<file path="config.mk">
export PLATFORM = sky130hd
export DESIGN_NAME = uart_tx_ctrl
export DESIGN_NICKNAME = d
export VERILOG_FILES = /design/src/rtl/uart_tx_ctrl.sv
export SDC_FILE = /design/constraint.sdc
export NUM_CORES = 1
export LEC_CHECK = 0
export CAP_MARGIN = 40
export CORE_UTILIZATION = 47
export DETAILED_ROUTE_END_ITERATION = 10
export GPL_TIMING_DRIVEN = 0
export PLACE_DENSITY_LB_ADDON = 0.05
export SLEW_MARGIN = 20
export SYNTH_ARGS = -nofsm -noshare
export SYNTH_HDL_FRONTEND = slang
export SYNTH_SLANG_ARGS = --single-unit
export TNS_END_PERCENT = 5
</file>
<file path="constraint.sdc">
create_clock -name clk -period 2.64 [get_ports clk]
set_input_delay 0.264 -clock clk [delete_from_list [all_inputs] [get_ports clk]]
set_output_delay 0.264 -clock clk [all_outputs]
set_load 0.01 [all_outputs]
</file>
<file path="src/rtl/uart_tx_ctrl.sv">
// UART transmit frame sequencer: accepts a byte, drives start/data/parity/stop
// bits onto a registered TX line, stepping an external serializer once per baud tick.
module uart_tx_ctrl #(
  parameter int unsigned DATA_WIDTH = 8,
  parameter int unsigned STOP_BITS  = 1
) (
  input  logic                  clk,
  input  logic                  rst,
  input  logic                  tick,
  input  logic [DATA_WIDTH-1:0] p_data,
  input  logic                  data_valid,
  input  logic                  par_en,
  input  logic                  par_typ,
  input  logic                  ser_data,
  output logic                  ser_load,
  output logic                  ser_en,
  output logic                  data_ack,
  output logic                  tx_out,
  output logic                  busy
);

  localparam int unsigned CNT_W = (DATA_WIDTH > 1) ? $clog2(DATA_WIDTH) : 1;

  typedef enum logic [2:0] {
    IDLE   = 3'd0,
    START  = 3'd1,
    DATA   = 3'd2,
    PARITY = 3'd3,
    STOP   = 3'd4
  } state_e;

  state_e             state_q, state_d;
  logic               tx_q, tx_d;
  logic               busy_q, busy_d;
  logic [CNT_W-1:0]   bit_cnt_q, bit_cnt_d;
  logic               stop_cnt_q, stop_cnt_d;
  logic               parity_q, parity_d;
  logic               par_en_q, par_en_d;
  logic               accept_c;
  logic               shift_c;

  // State register and datapath registers
  always_ff @(posedge clk) begin
    if (rst) begin
      state_q    <= IDLE;
      tx_q       <= 1'b1;
      busy_q     <= 1'b0;
      bit_cnt_q  <= '0;
      stop_cnt_q <= 1'b0;
      parity_q   <= 1'b0;
      par_en_q   <= 1'b0;
    end else begin
      state_q    <= state_d;
      tx_q       <= tx_d;
      busy_q     <= busy_d;
      bit_cnt_q  <= bit_cnt_d;
      stop_cnt_q <= stop_cnt_d;
      parity_q   <= parity_d;
      par_en_q   <= par_en_d;
    end
  end

  // Next-state logic; every advance is qualified by the baud tick
  always_comb begin
    state_d    = state_q;
    tx_d       = tx_q;
    bit_cnt_d  = bit_cnt_q;
    stop_cnt_d = stop_cnt_q;
    parity_d   = parity_q;
    par_en_d   = par_en_q;
    accept_c   = 1'b0;
    shift_c    = 1'b0;

    if (tick) begin
      unique case (state_q)
        IDLE: begin
          tx_d     = 1'b1;
          accept_c = data_valid;
        end
        START: begin
          tx_d    = ser_data;
          shift_c = 1'b1;
          state_d = DATA;
        end
        DATA: begin
          if (bit_cnt_q == CNT_W'(DATA_WIDTH - 1)) begin
            stop_cnt_d = 1'b0;
            if (par_en_q) begin
              tx_d    = parity_q;
              state_d = PARITY;
            end else begin
              tx_d    = 1'b1;
              state_d = STOP;
            end
          end else begin
            tx_d      = ser_data;
            shift_c   = 1'b1;
            bit_cnt_d = bit_cnt_q + CNT_W'(1);
          end
        end
        PARITY: begin
          tx_d    = 1'b1;
          state_d = STOP;
        end
        STOP: begin
          if (stop_cnt_q == 1'(STOP_BITS - 1)) begin
            if (data_valid) accept_c = 1'b1;
            else            state_d  = IDLE;
          end else begin
            stop_cnt_d = stop_cnt_q + 1'b1;
          end
        end
        default: begin
          tx_d    = 1'b1;
          state_d = IDLE;
        end
      endcase
    end

    // Accept overrides: capture frame options and emit the start bit
    if (accept_c) begin
      tx_d      = 1'b0;
      bit_cnt_d = '0;
      state_d   = START;
      par_en_d  = par_en;
      parity_d  = par_typ ? ~^p_data : ^p_data;
    end

    busy_d = (state_d != IDLE);
  end

  assign ser_load = accept_c & ~rst;
  assign data_ack = accept_c & ~rst;
  assign ser_en   = shift_c & ~rst;
  assign tx_out   = tx_q;
  assign busy     = busy_q;

endmodule

</file>
Word-level counts from Yosys, hierarchy flattened. Index checks and enable logic that the tools add are counted.

Word-level logic and storage cells: 53. Register bits after elaboration: 11.

$add $sub $neg: 2. Equal/unequal tests: 7. Muxes and demuxes: 23. Bitwise gates (word level): 4. Reductions and logical operators: 10.

Operator list (number): 3-bit two-way mux (6); 3-bit case mux with 5 select lines (1); 1-bit two-way mux (12); 8-bit XNOR reduction (1); 8-bit XOR reduction (1); 3-bit by 2-bit equality test with 1-bit output, second input constant (2); 3-bit equality test, second input constant (2); 1-bit case mux with 2 select lines (3); 3-bit AND reduction (2); 2-bit inequality test, second input constant (2); 2-bit nonzero test (2); 3-bit by 1-bit adder with 3-bit output, second input constant (1); 3-bit by 1-bit equality test with 1-bit output, second input constant (1); 3-bit logical NOT (1); 1-bit case mux with 3 select lines (1); 3-bit nonzero test (1); 1-bit AND (2); 1-bit inverter (2); 2-bit AND reduction (1); 2-bit OR reduction (1); 1-bit adder, second input constant (1).

Depth between registers and ports, before layout.
Depth in word-level cells: 6. Gate-level depth with buffers: 6. Depth with buffers taken out: 6.

Worst setup path after synthesis. OpenSTA, ideal clock, no wires.

Kind: flip-flop to flip-flop. From: reg bit_cnt_q[0]. To: reg bit_cnt_q[0]. Setup slack: 1.128 ns. Required time: 2.510 ns. Path buffers: 1. Arrival: 1.382 ns. Stages on the path, launching flop included: 7. Library setup time: 0.130 ns. Cell sequence: dfxtp_1 > ha_1 > ha_1 > or3_1 > buf_2 > xor2_1 > nor3_2.

Word-level cells in the longest chain between the ends: 3.

RTL lines: from (decl) (line 35) `logic [CNT_W-1:0] bit_cnt_q, bit_cnt_d;`; from (signal assigned) (line 56) `bit_cnt_q <= bit_cnt_d;`; 3-bit equality test (line 86) `if (bit_cnt_q == CNT_W'(DATA_WIDTH - 1)) begin`; 1-bit inverter (no source line); 3-bit AND reduction (no source line).

Parallel ways exist; a longest one is shown, timed or not. A chain may end at the register's enable or synchronous reset.

Final worst setup path.
From: in tick. To: out ser_load.

Word-level cells in the longest chain between the ends: 2.

RTL lines: from (decl) (line 9) `input logic tick,`; 1-bit two-way mux (line 74) `if (tick) begin`; 1-bit AND (line 132) `assign ser_load = accept_c & ~rst;`; to (decl) (line 15) `output logic ser_load,`.

No other way between the ends.

==> metrics <==
run status complete, no violations; R2R Setup Slk 1.05 ns; # hold bufs at CTS 0; Filler cells 102; area leader, netlist dfxtp_1; routed wire length 1160 um; row cnt 12; worst min path class reg2reg; ys flop type dfxtp_1; antenna violations before repair 0; LEAKAGE 0.000343 uW; period utilisation layout 84.4%; sequential area share after synthesis 32.7%; post-route insts no fill 105; WS Path Type in2out; NetSw 86.5 uW; EDFF count, synth 0; fin area 842 um^2; placed insts 102; # setup viols final 0; Clock Power Share 29.2%; DIE AREA 1450 um^2; most frequent CP cell clkdlybuf4s50_1; DRT iter0 DRCs 4; top-level I/O count 20; CTS Buf Count 3; global-route wire length before repair 1870 um; detailed-route DRC error count 0; unrepaired setup endpoints after global routing false; Synth top area share 32.7%; syn_area_per_cell 8.87 um^2; Detailed Place HPWL 889 um; Max Slew Vio Count 0; WP data arrival 1.96 ns; Worst path slowest cell clkdlybuf4s50_1; Initial Utilization 52.9%; TNS Setup 0 ns; Syn-to-layout area delta 37.6%; vias in the first global route 462; switch share 24.8%; total congestion overflow 0; vias 533; GP Congestion 0.777; Slew HR 68.9%; Resized Gates After CTS 0; most common cell in the netlist dfxtp_1; synth top area cells dfxtp_1, ha_1, nor3_1, xnor2_1, xor2_1; Seq cells post-synth 10; placed cell area 820 um^2; clock sink count 10; CP peak stage delay 0.60 ns; share of async-settable or async-resettable flops after synthesis 0%; WL per Instance 11.0 um; top post-synthesis cells by count dfxtp_1, nor2_1, nor3_1, nand2_1; clk_lat worst skew 0.27 ns; clock tree from TritonCTS done; Clock Tree Buf Depth 2; post-CTS setup repair buffer count 0; Max Cap Viol 0; Mapped Cells 69; Worst-Margin Slew 0.467 ns; share of post-route cells with drive strength above 1 8.79%; Tot Pwr 349 uW; IO Port Bufs 19; Setup crit end kind output pin; sequential power share 46.9%; Syn Nets 87; Core Region 1160 um^2; pwr/cell area 415 nW/um^2; Worst VDD drop 0.265 mV; count of different cell masters after synthesis 33; max frequency 449 MHz; overall routing resource usage 19.0%; Worst Path Required 2.38 ns; Post-Syn Area 612 um^2; die height 38.1 um; worst-path fanout max 9; Nets 111; Max Clock Skew 0.00891 ns; worst path bufs/invs 3; crit-path cells clkdlybuf4s50_1 > nand4bb_1 > nor2_1 > buf_4 > clkdlybuf4s50_1; ant diodes 0; Clock Tree Root clkbuf_4; Ys Warns 0; H-tree depth 1; TritonRoute pass-1 iters 4; cell family with most CP delay buffers and inverters; final hold violation count 0; P_int 263 uW; largest net degree at the start of global routing 11; Critical Path Start Type input pin; Comb power frac 23.9%; remaining antenna violation count 0; hold slack 0.482 ns; fin crit period 2.23 ns; Die W 38.1 um; Clk pin slew, worst setup/hold paths 0.06 ns; vias per cell 5.08
layout by cell type (no fill, tap or decap), types with 2 or more instances in the layout:
cell type	count
o21a_1	3
a21oi_1	3
dfxtp_1	10
ha_1	3
mux2i_1	2
clkdlybuf4s50_1	19
xor2_1	3
nand3b_1	2
nand2b_1	2
nand2_1	5
xnor2_1	3
nor3_1	6
nor2_1	6
clkbuf_4	3
routing by layer:
| layer | track usage (%) | up-vias | share of wire [%] |
|---|---|---|---|
| met2 | 30.9 | 13 | 46 |
| met1 | 21.1 | 229 | 47 |
| met5 | 0 | - | 0 |
| met4 | 5.36 | 0 | 0 |
| met3 | 10.5 | 0 | 6.9 |
| li1 | - | 291 | - |
registers in the layout, summed over array words and instances, names as in the netlist:
signal	flops
parity_q	1
state_q	3
tx_out	1
par_en_q	1
busy	1
bit_cnt_q	3
kinds of logic (layout without fill, tap and decap cells):
kind of cell	after synthesis	in the layout	synth area share [%]
xor gates and xnor gates	7	7	12.3
buffers and inverters	4	26	3.27
muxes	2	2	3.27
DFF	10	10	32.7
and+or+nand+nor	29	29	27.2
adders and majority gates	3	3	6.14
AOI/OAI and AO/OA	14	14	15.1
stage by stage:
stage,worst slack [ns],utilization (%)
floorplan,1.13,-
global placement,0.422,70.9
detailed placement,0.402,70.9
CTS,0.401,72.8
global route,0.257,72.8
finish,0.413,72.8
power groups by stage:
stage | Clock, uW | Combinational [uW] | Sequential [uW]
3_3_place_gp | 0 | 82.5 | 167
4_1_cts | 105 | 84.3 | 164
5_1_grt | 115 | 90.9 | 165
2_1_floorplan | 0 | 43.9 | 167
6_report | 102 | 83.4 | 164
3_5_place_dp | 0 | 83.8 | 167
worst register-to-register path, delay by kind of cell (launching register included):
kind / cells / cell delay [ns]
adder cells (fa/ha/maj): 2 / 0.42
buffers and inverters: 1 / 0.15
XOR/XNOR: 1 / 0.16
flip-flops: 1 / 0.32
AND/OR/NAND/NOR: 2 / 0.41
area by class of cell:
class                      instances  area (um^2)  area share [%]
buffer                             3         16.3            1.93
clock buffer                       3         22.5            2.67
tap                               14         17.5            2.08
sequential                        10          200            23.8
timing repair buffer              19          190            22.6
inverter                           1         3.75           0.446
multi-input combinational         55          392            46.5
worst paths after layout:
kind	startpoint	to	depth (start not counted)
worst max-delay path	tick	ser_load	5
worst min-delay path	par_en_q	par_en_q	2
worst max register to register	bit_cnt_q[0]	bit_cnt_q[0]	6
worst min register to register	par_en_q	par_en_q	2
No activity file was read; power rests on OpenSTA's default activity.
